`src/rtl/lockstep_pkg.sv`:
```
// ---------------------------------------------------------------------------
// lockstep_pkg
// Shared types and constants for the lockstep fault controller:
//   - lsf_state_e : controller FSM state (3-bit; encoding is visible on state_o)
//   - ERR_*       : error-code constants logged into err_log_o
//   - max3 / cnt_width : elaboration helpers for counter sizing
// ---------------------------------------------------------------------------
package lockstep_pkg;

    typedef enum logic [2:0] {
        LSF_IDLE    = 3'd0,
        LSF_RESYNC  = 3'd1,
        LSF_INJECT  = 3'd2,
        LSF_ST_WAIT = 3'd3,
        LSF_RUN     = 3'd4,
        LSF_CAPTURE = 3'd5,
        LSF_RECOVER = 3'd6,
        LSF_FATAL   = 3'd7
    } lsf_state_e;

    // Comparator error-code class prefixes (upper half-word of the code).
    localparam logic [31:0] ERR_CMP_CLASS1 = 32'h0001_0000;
    localparam logic [31:0] ERR_CMP_CLASS2 = 32'h0002_0000;
    localparam logic [31:0] ERR_CMP_CLASS3 = 32'h0003_0000;
    localparam logic [31:0] ERR_CMP_CLASS4 = 32'h0004_0000;
    // Self-test injected fault never reached the comparator output.
    localparam logic [31:0] ERR_LATENT     = 32'h0005_0000;

    function automatic int max3(input int a, input int b, input int c);
        int m;
        m = (a > b) ? a : b;
        return (m > c) ? m : c;
    endfunction

    // Bits needed to hold 0..n, never less than 1.
    function automatic int cnt_width(input int n);
        return ($clog2(n + 1) < 1) ? 1 : $clog2(n + 1);
    endfunction

endpackage

```
`src/rtl/lockstep_cycle_timer.sv`:
```
// ---------------------------------------------------------------------------
// lockstep_cycle_timer
// Loadable down-counter used to time the RECOVER, RESYNC and ST_WAIT phases.
// Loading N makes o_expired rise in the N-th cycle after the load edge, so a
// state that loads on entry and leaves on o_expired lasts exactly N cycles.
// Ports:
//   clk_i, rst_i   clock, asynchronous active-high reset
//   i_load         load strobe (takes priority over counting)
//   i_load_val     value loaded on i_load
//   o_expired      counter currently equals 1
// ---------------------------------------------------------------------------
module lockstep_cycle_timer
    import lockstep_pkg::*;
#(
    parameter int W = 5
) (
    input  logic         clk_i,
    input  logic         rst_i,
    input  logic         i_load,
    input  logic [W-1:0] i_load_val,
    output logic         o_expired
);

    logic [W-1:0] r_count;

    always_ff @(posedge clk_i or posedge rst_i) begin
        if (rst_i) begin
            r_count <= '0;
        end else if (i_load) begin
            r_count <= i_load_val;
        end else if (r_count != '0) begin
            r_count <= r_count - 1'b1;
        end
    end

    assign o_expired = (r_count == W'(1));

endmodule

```
`src/rtl/lockstep_fault_ctrl.sv`:
```
// ---------------------------------------------------------------------------
// lockstep_fault_ctrl
// Boot / self-test / recovery sequencer for the dual-core lockstep pair.
// Boot releases the cores, resyncs, then proves the comparator works by
// injecting a fault and waiting for it on cmp_error_i. At runtime each
// comparator error is logged and answered by core reset + resync, until the
// retry budget runs out, after which the block sits in FATAL until rst_i.
// Ports:
//   clk_i, rst_i         clock, asynchronous active-high reset
//   start_i              leave IDLE and begin boot
//   cmp_error_i          comparator mismatch (ignored while cmp_mask_o=1)
//   cmp_error_code_i     error code, valid with cmp_error_i
//   clr_retry_i          clear the retry counter
//   inject_o             one-cycle fault-injection strobe
//   cmp_mask_o           comparator result masked
//   core_rst_o           reset request to both cores
//   run_o                pair operational and checked
//   fault_irq_o          one pulse per captured runtime error
//   fatal_o              sticky fatal
//   err_log_o, err_cnt_o last error code, saturating runtime error count
//   state_o              FSM state encoding
// ---------------------------------------------------------------------------
module lockstep_fault_ctrl
    import lockstep_pkg::*;
#(
    parameter int RST_CYCLES    = 16,
    parameter int RESYNC_CYCLES = 8,
    parameter int ST_TIMEOUT    = 4,
    parameter int MAX_RETRY     = 3
) (
    input  logic        clk_i,
    input  logic        rst_i,
    input  logic        start_i,
    input  logic        cmp_error_i,
    input  logic [31:0] cmp_error_code_i,
    input  logic        clr_retry_i,
    output logic        inject_o,
    output logic        cmp_mask_o,
    output logic        core_rst_o,
    output logic        run_o,
    output logic        fault_irq_o,
    output logic        fatal_o,
    output logic [31:0] err_log_o,
    output logic [7:0]  err_cnt_o,
    output logic [2:0]  state_o
);

    localparam int TW = cnt_width(max3(RST_CYCLES, RESYNC_CYCLES, ST_TIMEOUT));
    localparam int RW = cnt_width(MAX_RETRY);

    lsf_state_e    r_state;
    lsf_state_e    w_state_nxt;
    logic          r_st_done;
    logic [RW-1:0] r_retry;
    logic [31:0]   r_err_log;
    logic [7:0]    r_err_cnt;

    logic          w_tmr_load;
    logic [TW-1:0] w_tmr_val;
    logic          w_tmr_exp;
    logic          w_cap_err;
    logic          w_log_latent;
    logic          w_st_pass;
    logic          w_retry_inc;

    lockstep_cycle_timer #(.W(TW)) u_timer (
        .clk_i      (clk_i),
        .rst_i      (rst_i),
        .i_load     (w_tmr_load),
        .i_load_val (w_tmr_val),
        .o_expired  (w_tmr_exp)
    );

    always_ff @(posedge clk_i or posedge rst_i) begin
        if (rst_i) r_state <= LSF_IDLE;
        else       r_state <= w_state_nxt;
    end

    // Next state plus one-cycle strobes. The timer is loaded on the edge that
    // enters a timed state, so every timed state checks w_tmr_exp only.
    always_comb begin
        w_state_nxt  = r_state;
        w_tmr_load   = 1'b0;
        w_tmr_val    = '0;
        w_cap_err    = 1'b0;
        w_log_latent = 1'b0;
        w_st_pass    = 1'b0;
        w_retry_inc  = 1'b0;
        case (r_state)
            LSF_IDLE: begin
                if (start_i) begin
                    w_state_nxt = LSF_RESYNC;
                    w_tmr_load  = 1'b1;
                    w_tmr_val   = TW'(RESYNC_CYCLES);
                end
            end
            LSF_RESYNC: begin
                // Self-test is single-shot: recoveries skip straight to RUN.
                if (w_tmr_exp) w_state_nxt = r_st_done ? LSF_RUN : LSF_INJECT;
            end
            LSF_INJECT: begin
                w_state_nxt = LSF_ST_WAIT;
                w_tmr_load  = 1'b1;
                w_tmr_val   = TW'(ST_TIMEOUT);
            end
            LSF_ST_WAIT: begin
                // A fault seen in the last allowed cycle still counts as a pass.
                if (cmp_error_i) begin
                    w_st_pass   = 1'b1;
                    w_state_nxt = LSF_RUN;
                end else if (w_tmr_exp) begin
                    w_log_latent = 1'b1;
                    w_state_nxt  = LSF_FATAL;
                end
            end
            LSF_RUN: begin
                if (cmp_error_i) begin
                    w_cap_err   = 1'b1;
                    w_state_nxt = LSF_CAPTURE;
                end
            end
            LSF_CAPTURE: begin
                if (r_retry == RW'(MAX_RETRY)) begin
                    w_state_nxt = LSF_FATAL;
                end else begin
                    w_retry_inc = 1'b1;
                    w_state_nxt = LSF_RECOVER;
                    w_tmr_load  = 1'b1;
                    w_tmr_val   = TW'(RST_CYCLES);
                end
            end
            LSF_RECOVER: begin
                if (w_tmr_exp) begin
                    w_state_nxt = LSF_RESYNC;
                    w_tmr_load  = 1'b1;
                    w_tmr_val   = TW'(RESYNC_CYCLES);
                end
            end
            LSF_FATAL: w_state_nxt = LSF_FATAL;
            default:   w_state_nxt = LSF_IDLE;
        endcase
    end

    always_ff @(posedge clk_i or posedge rst_i) begin
        if (rst_i) begin
            r_st_done <= 1'b0;
            r_retry   <= '0;
            r_err_log <= '0;
            r_err_cnt <= '0;
        end else begin
            if (w_st_pass) r_st_done <= 1'b1;

            // The increment only happens in CAPTURE, so it naturally beats a
            // clear arriving in the same cycle; FATAL freezes the counter.
            if (w_retry_inc)
                r_retry <= r_retry + 1'b1;
            else if (clr_retry_i && r_state != LSF_FATAL && r_state != LSF_CAPTURE)
                r_retry <= '0;

            if (w_cap_err)         r_err_log <= cmp_error_code_i;
            else if (w_log_latent) r_err_log <= ERR_LATENT;

            if (w_cap_err && r_err_cnt != 8'hFF) r_err_cnt <= r_err_cnt + 8'd1;
        end
    end

    assign state_o     = r_state;
    assign inject_o    = (r_state == LSF_INJECT);
    assign run_o       = (r_state == LSF_RUN);
    assign fault_irq_o = (r_state == LSF_CAPTURE);
    assign fatal_o     = (r_state == LSF_FATAL);
    assign core_rst_o  = (r_state == LSF_IDLE) || (r_state == LSF_RECOVER) ||
                         (r_state == LSF_FATAL);
    assign cmp_mask_o  = (r_state == LSF_IDLE) || (r_state == LSF_RESYNC) ||
                         (r_state == LSF_CAPTURE) || (r_state == LSF_RECOVER) ||
                         (r_state == LSF_FATAL);
    assign err_log_o   = r_err_log;
    assign err_cnt_o   = r_err_cnt;

endmodule

```
`config.mk`:
```
export PLATFORM = sky130hd
export DESIGN_NAME = lockstep_fault_ctrl
export DESIGN_NICKNAME = d
export VERILOG_FILES = /design/src/rtl/lockstep_pkg.sv /design/src/rtl/lockstep_cycle_timer.sv /design/src/rtl/lockstep_fault_ctrl.sv
export SDC_FILE = /design/constraint.sdc
export NUM_CORES = 1
export LEC_CHECK = 0
export ABC_CLOCK_PERIOD_IN_PS = 1700
export CAP_MARGIN = 10
export CORE_ASPECT_RATIO = 2
export CORE_MARGIN = 1.5
export CORE_UTILIZATION = 40
export DETAILED_ROUTE_END_ITERATION = 10
export GPL_TIMING_DRIVEN = 0
export PLACE_DENSITY_LB_ADDON = 0.12
export SLEW_MARGIN = 20
export SYNTH_ARGS = -nofsm -noshare
export SYNTH_HDL_FRONTEND = slang
export SYNTH_SLANG_ARGS = --single-unit
export TNS_END_PERCENT = 1
```
`constraint.sdc`:
```
create_clock -name clk_i -period 1.7 [get_ports clk_i]
set_input_delay 0.255 -clock clk_i [delete_from_list [all_inputs] [get_ports clk_i]]
set_output_delay 0.255 -clock clk_i [all_outputs]
set_load 0.01 [all_outputs]
```
; ---- Word level (Yosys, flattened, before mapping)
; Index checks and enable logic that the tools add are counted.
[word_totals]
in_bits = 37
regBits = 51
[op_classes]
n_addsub = 3
reduce_logical = 15
mux = 29
n_eq_ne = 17
[ops]
columns = operator, n
row1 = 2-to-1 mux 32 bit, 2
row2 = one-hot mux 3 bit (8 select lines), 1
row3 = 2-to-1 mux 3 bit, 7
row4 = one-hot mux 5 bit (4 select lines), 1
row5 = 2-to-1 mux 5 bit, 3
row6 = "equality test 3 bit, second input constant", 4
row7 = 2-to-1 mux 1 bit, 10
row8 = "adder 8 x 1 -> 8 bit, second input constant", 1
row9 = 2-to-1 mux 4 bit, 2
row10 = "!= test 8 bit, second input constant", 1
row11 = "equality test 3 x 2 -> 1 bit, second input constant", 2
row12 = logical OR 1 bit, 6
row13 = "!= test 3 bit, second input constant", 2
row14 = nonzero test 2 bit, 3
row15 = "equality test 5 x 1 -> 1 bit, second input constant", 1
row16 = AND reduction 5 bit, 1
row17 = nonzero test 5 bit, 1
row18 = "subtractor 5 x 1 -> 5 bit, second input constant", 1
row19 = 2-to-1 mux 2 bit, 2
row20 = "!= test 2 x 1 -> 1 bit, second input constant", 2
row21 = "!= test 2 bit, second input constant", 2
row22 = one-hot mux 1 bit (4 select lines), 1
row23 = "equality test 3 x 1 -> 1 bit, second input constant", 1
row24 = logical AND 1 bit, 3
row25 = other kinds (4), 4

; ---- Depth between registers and ports, before layout
; Gate-level depths: netlist (run 1).
[logic_depth]
depth_word = 6
ltp_mapped = 6

; ---- By module
; A second synthesis (run 1) with hierarchy kept.
[unflattened]
cells_unflattened = 195
hier_area_um2 = 2352.3
[by_module_without_submodules]
columns = module, cells_each, area_per_inst_um2, n_inst, seq_area_each_um2
row1 = lockstep_fault_ctrl, 166, 2050.7, 1, 1151.1
row2 = lockstep_cycle_timer, 29, 301.5, 1, 125.1

; ---- Worst setup path after synthesis (run 1)
; No wires, ideal clock.
[synth_path]
kind = reg-to-reg
start = register u_timer.r_count[1]
end = register r_err_log[10], in the netlist err_log_o[10]
stages_incl_launch_ff = 7
setup_time_ns = 0.121
setup_slack_ns = 0.028
synth_period_minus_slack_ns = 1.672
t_arrival_ns = 1.551
cell_sequence = dfrtp_1 > inv_1 > ha_1 > nor4b_4 > a41oi_4 > buf_6 > a22o_1
[synth_via]
elab_chain_cells = 5
[synth_lines]
columns = item, line_no
row1 = "start, declared", lockstep_cycle_timer.sv:24  ; logic [W-1:0] r_count;
row2 = "start signal, assigned", lockstep_cycle_timer.sv:30  ; r_count <= i_load_val;
row3 = "start signal, assigned", lockstep_cycle_timer.sv:32  ; r_count <= r_count - 1'b1;
row4 = equality test 5 x 1 -> 1 bit, lockstep_cycle_timer.sv:36  ; assign o_expired = (r_count == W'(1));
row5 = 2-to-1 mux 1 bit, lockstep_fault_ctrl.sv:111  ; end else if (w_tmr_exp) begin
row6 = 2-to-1 mux 1 bit, lockstep_fault_ctrl.sv:108  ; if (cmp_error_i) begin
row7 = 2-to-1 mux 1 bit, lockstep_fault_ctrl.sv:89  ; case (r_state)
row8 = nonzero test 2 bit (no source line), -
row9 = "end signal, assigned", lockstep_fault_ctrl.sv:160  ; if (w_cap_err) r_err_log <= cmp_error_code_i;
row10 = "end, declared", lockstep_fault_ctrl.sv:55  ; logic [31:0] r_err_log;
; No other way between the ends.
; A chain may end at the register's enable or synchronous reset.

; ---- Worst setup path in the final report (run 1)
[layout_path]
start = register r_state[0], in the netlist state_o[0]
end = register r_err_cnt[6], in the netlist err_cnt_o[6]
[layout_via]
elab_chain_cells = 3
[layout_lines]
columns = item, line_no
row1 = "start, declared", lockstep_fault_ctrl.sv:51  ; lsf_state_e r_state;
row2 = "start signal, assigned", lockstep_fault_ctrl.sv:76  ; else r_state <= w_state_nxt;
row3 = equality test 3 bit, lockstep_fault_ctrl.sv:89
row4 = 2-to-1 mux 1 bit, lockstep_fault_ctrl.sv:89
row5 = logical AND 1 bit, lockstep_fault_ctrl.sv:163  ; if (w_cap_err && r_err_cnt != 8'hFF) r_err_cnt <= r_err_cnt + 8'd1;
row6 = "end signal, assigned", lockstep_fault_ctrl.sv:163
row7 = "end, declared", lockstep_fault_ctrl.sv:56  ; logic [7:0] r_err_cnt;
; No other way between the ends.

==> reports/metrics.yaml, run 1 <==
status: "complete, but fails checks"
violations: "negative setup slack"
cts.sink_count: 51
cts_buffers: 5
arrival_ns: 1.95
layout.core_utilization: 0.627
crit_path_end_kind: "flop"
chip_width_um: 56.7
fill_cells: 505
r2r_setup_slack_ns: -0.08
power_switching_mw: 1.90
design_area_um2: 3550
design.portCount: 86
synth_adder_area_share: 0.0271
drt_iter0_markers: 66
synth_common_cells: "51 x dfrtp_1, 29 x a22o_1, 16 x nand2_1"
placement_rows: 39
grt_util_met3: 0.0410
number_of_cells_in_the_design_after_placement: 342
maxClockFrequency_mhz: 562
ant_nets: 0
timing.reg2reg.worst_path_depth: 6
post_synth_xor_xnor_area: 0.0266
start_kind: "flop"
finalWirelength_mm: 5.78
areaGrowthSynthToFinish_pct: 53.9
timing_worst_slew_pin_value_ns: 0.559
post-synth-top-count-cell: "dfrtp_1"
initial_antenna_violation_count: 0
grt_overflow_total: 0
timing.max_cap.violations: 0
fin_nets: 336
power.internal_mw: 4.01
synth-seq-area-share: 0.553
hold_path.class: "in2async"
synth.largest_area_cell: "dfrtp_1"
hold_viol_final: 0
die_h_um: 110
cts_stage_hold_buffer_count: 0
postSynth.asyncResetShare: 1.00
placed_area_um2: 3250
synth-simple-area-share: 0.133
grt_first_pass_wirelength_mm: 9.94
yosys-mux-area-fraction: 0.0190
detailedPlacementHpwl_mm: 4.24
cts_tree: "built"
synth_compound_area_frac: 0.197
power.share.switching: 0.322
peakVddDrop_v: 0.00115
grt_util_met2: 0.357
pwr_density_cell_nw_per_um2: 1670
final_non_filler_cell_total: 356
yosys_warnings: 0
syn-num-nets: 237
vias_per_cell: 5.38
firstDrtPassIters: 4
final_weighted_congestion_in_routability_driven_placement: 0.778
synth_top_cell_area_share: 0.553
clk_transition_reported_paths_ns: 0.06
io_buffer_count: 85
grt_max_degree: 27
final_layout_size_suffix_gt1_frac: 0.159
cp.required_ns: 1.87
rsz_0062_raised_after_global_routing: "yes"
drcViolationCount: 0
clk-insertion-delay-late_ns: 0.29
clock_skew_ns: 0.00647
grt_util_all_layers: 0.202
syn_inst: 195
flop_pwr_share: 0.349
criticalPathCategory: "reg2reg"
antenna-diode-count: 0
number_of_failing_setup_endpoints_in_the_final_timing_report: 32
grt_pass1_vias: 2034
reg2reg_to: "err_cnt_o[6]"
comb_power_share: 0.456
totalNegativeSetupSlack_ns: -0.588
dpl_worst_slack_ns: -0.450
core_area_um2: 5660
netlist_area_um2: 2310
synth_top_cells_by_area: "dfrtp_1 55%, a22o_1 11%, ha_1 2.7%"
main_combinational_cell_family_by_area_after_synthesis: "compound AO/OA/AOI/OAI gates"
leakagePower_nw: 1.64
start_util: 0.408
period_needed_ns: 1.78
clock_power_share: 0.195
htree_num_levels: 2
routedWlPerCell_um: 16.2
final.period_utilization: 1.05
synth_edf_count: 0
synth-seq-cells: 51
met1_usage: 0.229
max_slew_margin: 0.626
detailroute.via_count: 1915
floorplan.die_area_um2: 6260
finalMaxSlewViolations: 0
bufs_on_longest_clock_path: 2
synth.avg_cell_area_um2: 11.8
ys_dominant_reg_cell: "dfrtp_1"
final_critical_path_setup_slack_ns: -0.0792
clockRootBuffer: "clkbuf_16"
worstPathMaxFanout: 8
reg2reg_from: "state_o[0]"
synth.distinct_cells: 43
top_usage_layer: "met2"
-- flip-flops by register name, indices dropped and copies added, names as in the netlist --
register,count
r_retry,2
u_timer.r_count,5
state_o,3
err_log_o,32
err_cnt_o,8
r_st_done,1
-- power by group through the flow --
stage / clock network (mW) / registers, mW / logic, mW
after floorplan: 0 / 2.22 / 1.09
after global placement: 0 / 2.08 / 2.48
after detailed placement: 0 / 2.07 / 2.53
after CTS: 1.18 / 2.07 / 2.65
after global routing: 1.26 / 2.13 / 2.91
final: 1.16 / 2.06 / 2.70
-- cell type report --
cell class,instances,area [µm²],share of cell area
inverters,7,26.3,0.00740
repair buffers,92,908,0.256
multi-input cells,125,966,0.272
flip-flops and latches,51,1280,0.360
clock buffers,6,139,0.0391
plain buffers,12,121,0.0342
well taps,61,76.3,0.0215
clock inverters,2,35.0,0.00987
-- per-layer routing --
| layer | up-vias | routed length [µm] |
|---|---|---|
| li1 | 909 | - |
| met1 | 926 | 2050 |
| met5 | - | 0 |
| met3 | 12 | 277 |
| met2 | 68 | 3300 |
| met4 | 0 | 153 |
-- layout by cell type, fill, tap and decap left out, drive strengths merged, types with 2 or more instances in the layout --
master         Yosys  final
and4bb             2      2
o22ai              2      2
nor2b              2      2
nand2             16     16
clkdlybuf4s50      0     78
nor2              13     13
and3               4      4
nor3b              2      2
inv                7      7
nand3b             3      3
mux2               3      3
a22o              31     31
xnor2              4      4
a21oi              9      9
xor2               3      3
and4               2      2
nor3               2      2
dfrtp             51     51
nand2b             3      3
buf                6     14
clkdlybuf4s15      0      3
o21ai              3      3
ha                 5      5
a211oi             3      3
clkbuf             6     13
-- kinds of logic after synthesis --
kind of cell             count (synthesis)
buffers and inverters                   19
multiplexers                             4
XOR/XNOR                                 7
AO/OA/AOI/OAI                           56
flip-flops                              51
adder cells (fa/ha/maj)                  5
AND/OR/NAND/NOR                         53
-- per-stage QoR --
| stage | power [mW] | hold slack (ns) |
|---|---|---|
| 4_1_cts | 5.90 | 0.359 |
| 3_5_place_dp | 4.60 | 0.487 |
| 2_1_floorplan | 3.31 | 0.395 |
| 3_3_place_gp | 4.55 | 0.482 |
| 6_report | 5.91 | 0.340 |
| 5_1_grt | 6.30 | 0.388 |
-- worst max path at each step --
| stage | startpoint | endpoint | slack [ns] | cells past startpoint |
|---|---|---|---|---|
| 4_1_cts | state_o[1] | fault_irq_o | -0.25 | 4 |
| 5_1_grt | u_timer.r_count[1] | err_log_o[2] | -0.16 | 7 |
| 2_1_floorplan | u_timer.r_count[1] | err_log_o[10] | 0.03 | 6 |
| 3_5_place_dp | state_o[0] | fatal_o | -0.45 | 4 |
| 3_3_place_gp | rst_i | err_log_o[3] | -0.78 | 2 |
| 6_report | state_o[0] | err_cnt_o[6] | -0.08 | 6 |
-- repair_timing --
item / CTS / global route
pin swaps: 2 / 3
resized for setup: 27 / 16
setup endpoints to repair: 45 / 44
setup buffers: 4 / 2
-- worst max-delay path, stage by stage (launching register included) --
cell and delay [ns]:
dfrtp_1 0.40, buf_4 0.16, and4bb_1 0.26, buf_6 0.13, and3_4 0.19, and4_1 0.20, mux2_1 0.31
No activity file was read; power rests on OpenSTA's default activity.
==> run 2: changes to the inputs <==
ABC_CLOCK_PERIOD_IN_PS = unset   (was 1700)
CAP_MARGIN = unset   (was 10)
==> results of run 2 <==
The final DEF is identical to that of run 1; final timing and power are the same.
==> patch 1 (settings of run 2) <==
Set the parameter `RESYNC_CYCLES` to 9 (it was 8).
--- a/src/rtl/lockstep_fault_ctrl.sv
+++ b/src/rtl/lockstep_fault_ctrl.sv
@@ -26,3 +26,3 @@
     parameter int RST_CYCLES    = 16,
-    parameter int RESYNC_CYCLES = 8,
+    parameter int RESYNC_CYCLES = 9,
     parameter int ST_TIMEOUT    = 4,
Formal check against the unedited RTL: not equivalent (a bounded check fails within 10 cycles, from zero or initial values and one cycle with rst_i high).
==> patch 1 against run 2 <==
- the run still ends with negative setup slack left
- global-route usage rose by 0.19 points
- area after synthesis rose by 1.8%
- final cell count rose by 2.2%
- wire length rose by 10%
- worst hold slack got worse by 0.051 ns
- power fell by 6.8%
- design area rose by 5.5%
- sequential cell count did not move
- critical path depth fell by 2
- setup slack improved by 0.056 ns
==> patch 1: results (changes against run 2) <==
Synth Area in Compound Gates -> 22.3% (was 19.7%)
Reg-to-Reg Start -> u_timer.r_count[1]$_DFFE_PP0P_ (was state_o[0]$_DFFE_PP0P_)
Hold_ws -> 0.289 ns (was 0.340 ns)
Pre-CTS WS -> -0.427 ns (was -0.450 ns)
Post-Place Cells -> 335 (was 342)
Crit Path Max Fanout -> 6 (was 8)
Worst setup path endpoint -> inject_o (was err_cnt_o[6]$_DFFE_PP0P_)
Setup violators final -> 1 (was 32)
Final Worst Setup Slack -> -0.0236 ns (was -0.0792 ns)
Yosys cell types -> 48 (was 43)
Slowest-stage cell, CP -> dfrtp_2 (was dfrtp_1)
Number of global-route vias before repair -> 2127 (was 2034)
Failing checks -> negative setup slack (unchanged)
Top cells by area, synth -> dfrtp_1 (54%), a22o_1 (11%), xnor2_1 (3.4%), ha_1 (2.7%), buf_6 (1.4%) (was dfrtp_1 (55%), a22o_1 (11%), ha_1 (2.7%), nand2_1 (2.6%), nor2_1 (2.1%))
Detailed placement HPWL -> 4.35 mm (was 4.24 mm)
Worst-case clock skew -> 0.00535 ns (was 0.00647 ns)
R2R cell count -> 7 (was 6)
Synth Area in XOR/XNOR -> 4.10% (was 2.66%)
Final Wtd Congestion -> 0.785 (was 0.778)
Setup slack, reg-to-reg -> 0.03 ns (was -0.08 ns)
All-layer global routing usage -> 20.4% (was 20.2%)
Commonest cells post-synth -> dfrtp_1 (51), a22o_1 (30), xnor2_1 (9) (was dfrtp_1 (51), a22o_1 (29), nand2_1 (16))
Slowest cell delay on critical path -> 0.46 ns (was 0.40 ns)
Post-CTS Setup Bufs -> 6 (was 4)
Outcome -> finished with violations (unchanged)
Worst-margin pin slew -> 0.438 ns (was 0.559 ns)
## patch 1: metal layers
| layer | wire length [um] | global-route usage (%) | vias to the layer above |
|---|---|---|---|
| met5 | 0 | 0 | - |
| met4 | 190 | 9.15 | 0 |
| met3 | 209 | 3.60 | 12 |
| met2 | 3680 | 36.7 | 57 |
| met1 | 2300 | 22.5 | 1001 |
| li1 | - | - | 939 |
## patch 1: area by class of cell
class | instances | area (um^2)
Buffer | 11 | 109
Clock buffer | 7 | 133
Clock inverter | 1 | 5.00
Fill cell | 478 | 1960
Inverter | 9 | 41.3
Multi-Input combinational cell | 117 | 1040
Sequential cell | 51 | 1280
Tap cell | 61 | 76.3
Timing Repair Buffer | 107 | 1060
## patch 1: power groups by stage
stage	clock (W)	sequential, W	combinational, W
2_1_floorplan	0	0.00214	0.000959
3_3_place_gp	0	0.00202	0.00217
5_1_grt	0.00105	0.00209	0.00271
3_5_place_dp	0	0.00201	0.00220
6_report	0.000966	0.00202	0.00253
4_1_cts	0.000996	0.00202	0.00236
==> patch 2 (settings of run 2) <==
Without the edit above. Reset style: synchronous (`rst_i`), changed in 3 clocked blocks. Comments in the files are not updated.
--- a/src/rtl/lockstep_cycle_timer.sv
+++ b/src/rtl/lockstep_cycle_timer.sv
@@ -25,3 +25,3 @@
 
-    always_ff @(posedge clk_i or posedge rst_i) begin
+    always_ff @(posedge clk_i) begin
         if (rst_i) begin
--- a/src/rtl/lockstep_fault_ctrl.sv
+++ b/src/rtl/lockstep_fault_ctrl.sv
@@ -73,3 +73,3 @@
 
-    always_ff @(posedge clk_i or posedge rst_i) begin
+    always_ff @(posedge clk_i) begin
         if (rst_i) r_state <= LSF_IDLE;
@@ -143,3 +143,3 @@
 
-    always_ff @(posedge clk_i or posedge rst_i) begin
+    always_ff @(posedge clk_i) begin
         if (rst_i) begin
Check against the original RTL: differs if rst_i is asserted again (counterexample within 4 cycles, from zero or initial values and one cycle with rst_i high); with rst_i held inactive, the same outputs for 10 cycles.
==> patch 2 against run 2 <==
- the flow still finishes with violations (negative setup slack)
- combinational power is 39% lower
- area after synthesis decreased by 7.6%
- synthesized cell count up 10%
- power down 32%
- setup slack worse by 0.12 ns
- wire length increased by 1.9%
- sequential share of layout area decreased by 5.3 points
- utilization grew 3.3 points
- design area is 4.5% lower
- via count increased by 6.5%
- die area decreased by 7.3%
- highest routed layer unchanged
- sequential cell count stayed put
==> patch 2: results (changes against run 2) <==
Crit Path Max Fanout -> 2 (was 8)
Setup violators final -> 1 (was 32)
Pre-Repair DR Iteration Count -> 4 (unchanged)
Final Worst Setup Slack -> -0.201 ns (was -0.0792 ns)
Number of global-route vias before repair -> 1972 (was 2034)
HP Class -> in2reg (was in2async)
I/O Buffers -> 84 (was 85)
Worst skew pair latency -> 0.31 ns (was 0.29 ns)
Sequential-to-total area share from yosys stat -> 47.9% (was 55.3%)
Post-synthesis mux area share -> 0.470% (was 1.90%)
Largest net degree at the start of global routing -> 18 (was 27)
Max VDD drop -> 0.758 mV (was 1.15 mV)
Warnings from Yosys -> 0 (unchanged)
Slowest-stage cell, CP -> or4_4 (was dfrtp_1)
Fillers -> 413 (was 505)
Starting DRT DRC Count -> 54 (was 66)
Nets -> 353 (was 336)
Avg Vias per Cell -> 5.51 (was 5.38)
Synth Flop Type -> dfxtp_1 (was dfrtp_1)
Worst-path clk slew -> 0.10 ns (was 0.06 ns)
All-layer global routing usage -> 21.3% (was 20.2%)
Setup CP Type -> reg2reg (unchanged)
Final Wtd Congestion -> 0.744 (was 0.778)
Post-synth ARST share -> 0% (was 100%)
Arr. time, crit path -> 2.15 ns (was 1.95 ns)
Commonest cells post-synth -> dfxtp_1 (51), a22o_1 (30), nor2_1 (17) (was dfrtp_1 (51), a22o_1 (29), nand2_1 (16))
CTS max path bufs -> 2 (unchanged)
First-pass GRT wire length -> 9.28 mm (was 9.94 mm)
Adder-cell share of the synthesized area -> 2.94% (was 2.71%)
DRT Wirelength -> 5.89 mm (was 5.78 mm)
Outcome -> finished with violations (unchanged)
Failing checks -> negative setup slack (unchanged)
Leakage Power -> 1.28 nW (was 1.64 nW)
Share of cells above drive strength 1 -> 17.9% (was 15.9%)
Slowest cell delay on critical path -> 0.49 ns (was 0.40 ns)
Synth Area in XOR/XNOR -> 2.47% (was 2.66%)
Share of the synthesized area in the top cell type -> 47.9% (was 55.3%)
Antenna violations before repair -> 0 (unchanged)
Yosys cell types -> 49 (was 43)
Worst-margin pin slew -> 0.446 ns (was 0.559 ns)
H-Tree Depth -> 2 (unchanged)
Root Buffer -> clkbuf_8 (was clkbuf_16)
Antenna diode count -> 0 (unchanged)
DP Area -> 3040 um^2 (was 3250 um^2)
Worst-case clock skew -> 0.0113 ns (was 0.00647 ns)
Top cells by area, synth -> dfxtp_1 (48%), a22o_1 (12%), nor2_1 (3.0%), ha_1 (2.9%), clkbuf_1 (2.1%) (was dfrtp_1 (55%), a22o_1 (11%), ha_1 (2.7%), nand2_1 (2.6%), nor2_1 (2.1%))
Detailed placement HPWL -> 4.33 mm (was 4.24 mm)
Syn Nets -> 257 (was 237)
Synth Area in Compound Gates -> 26.0% (was 19.7%)
patch 2: cell count changes in the layout (fill, tap and decap cells not counted), sizes merged, moves of 4 or more:
cell   change
dfrtp     -51
dfxtp     +51
nand2      -9
nor2       +4
o21ai      +5
patch 2: path summary, 6_finish.rpt:
kind	start	to	slack (ns)	depth (start not counted)
max reg2reg	u_timer.r_count[1]$_SDFFE_PP0P_	state_o[1]$_SDFFE_PP0P_	-0.20	6
max	u_timer.r_count[1]$_SDFFE_PP0P_	state_o[1]$_SDFFE_PP0P_	-0.20	6
min	cmp_error_i	r_st_done$_SDFFE_PP0P_	0.44	3
min reg2reg	err_log_o[24]$_SDFFE_PP0P_	err_log_o[24]$_SDFFE_PP0P_	0.49	1
patch 2: metal layers:
| metal | vias up | GRT usage, % | wire length (um) |
|---|---|---|---|
| li1 | 1011 | - | - |
| met1 | 970 | 21.9 | 2220 |
| met3 | 5 | 3.37 | 254 |
| met5 | - | 0 | 0 |
| met2 | 53 | 39.6 | 3330 |
| met4 | 0 | 7.50 | 88 |
patch 2: cells by family (layout without fill, tap and decap cells):
logic type | after synthesis | count (layout)
mux | 1 | 1
simple gates | 59 | 59
fa+ha+maj | 5 | 5
flops | 51 | 51
xor+xnor | 6 | 6
compound gates | 72 | 72
buf+inv | 21 | 118
patch 2: through the flow:
stage / setup slack, ns / hold slack (ns) / std cells / utilization [%] / TNS (ns)
6_report: -0.201 / 0.440 / 370 / 66.0 / -0.201
5_1_grt: -0.228 / 0.502 / 370 / 66.0 / -0.933
4_1_cts: -0.200 / 0.417 / 369 / 65.1 / -0.292
3_5_place_dp: -0.531 / 0.463 / 357 / 59.2 / -18.31
3_3_place_gp: -0.549 / 0.461 / 357 / 59.2 / -17.85
2_1_floorplan: -0.0939 / 0.381 / 215 / - / -1.68
patch 2: area by class of cell:
cell class | count | area share, %
multi-input cells | 143 | 32.8
flip-flops and latches | 51 | 30.7
repair buffers | 89 | 25.5
plain buffers | 15 | 4.80
well taps | 58 | 2.14
clock buffers | 5 | 2.03
clock inverters | 3 | 1.37
inverters | 6 | 0.664
patch 2: critical path, delay by kind of cell (launching register included):
kind	cells	cell delay [ns]
compound gates	2	0.36
fa+ha+maj	1	0.12
flops	1	0.33
buf+inv	1	0.07
simple gates	2	0.96
patch 2: where the power goes:
part | internal (W) | switching [W] | total [W] | leakage, nW
registers | 0.00133 | 0.000170 | 0.00150 | 0.416
clock network | 0.000444 | 0.000428 | 0.000872 | 0.0548
logic | 0.000908 | 0.000739 | 0.00165 | 0.812
total | 0.00268 | 0.00134 | 0.00402 | 1.28
patch 2: repair_timing:
item,CTS,global route
hold endpoints to repair,0,0
pin swaps,1,2
gates cloned,0,0
endpoints found under the setup margin,51,38
hold buffers,0,0
buffers inserted,4,1
resized for setup,60,25
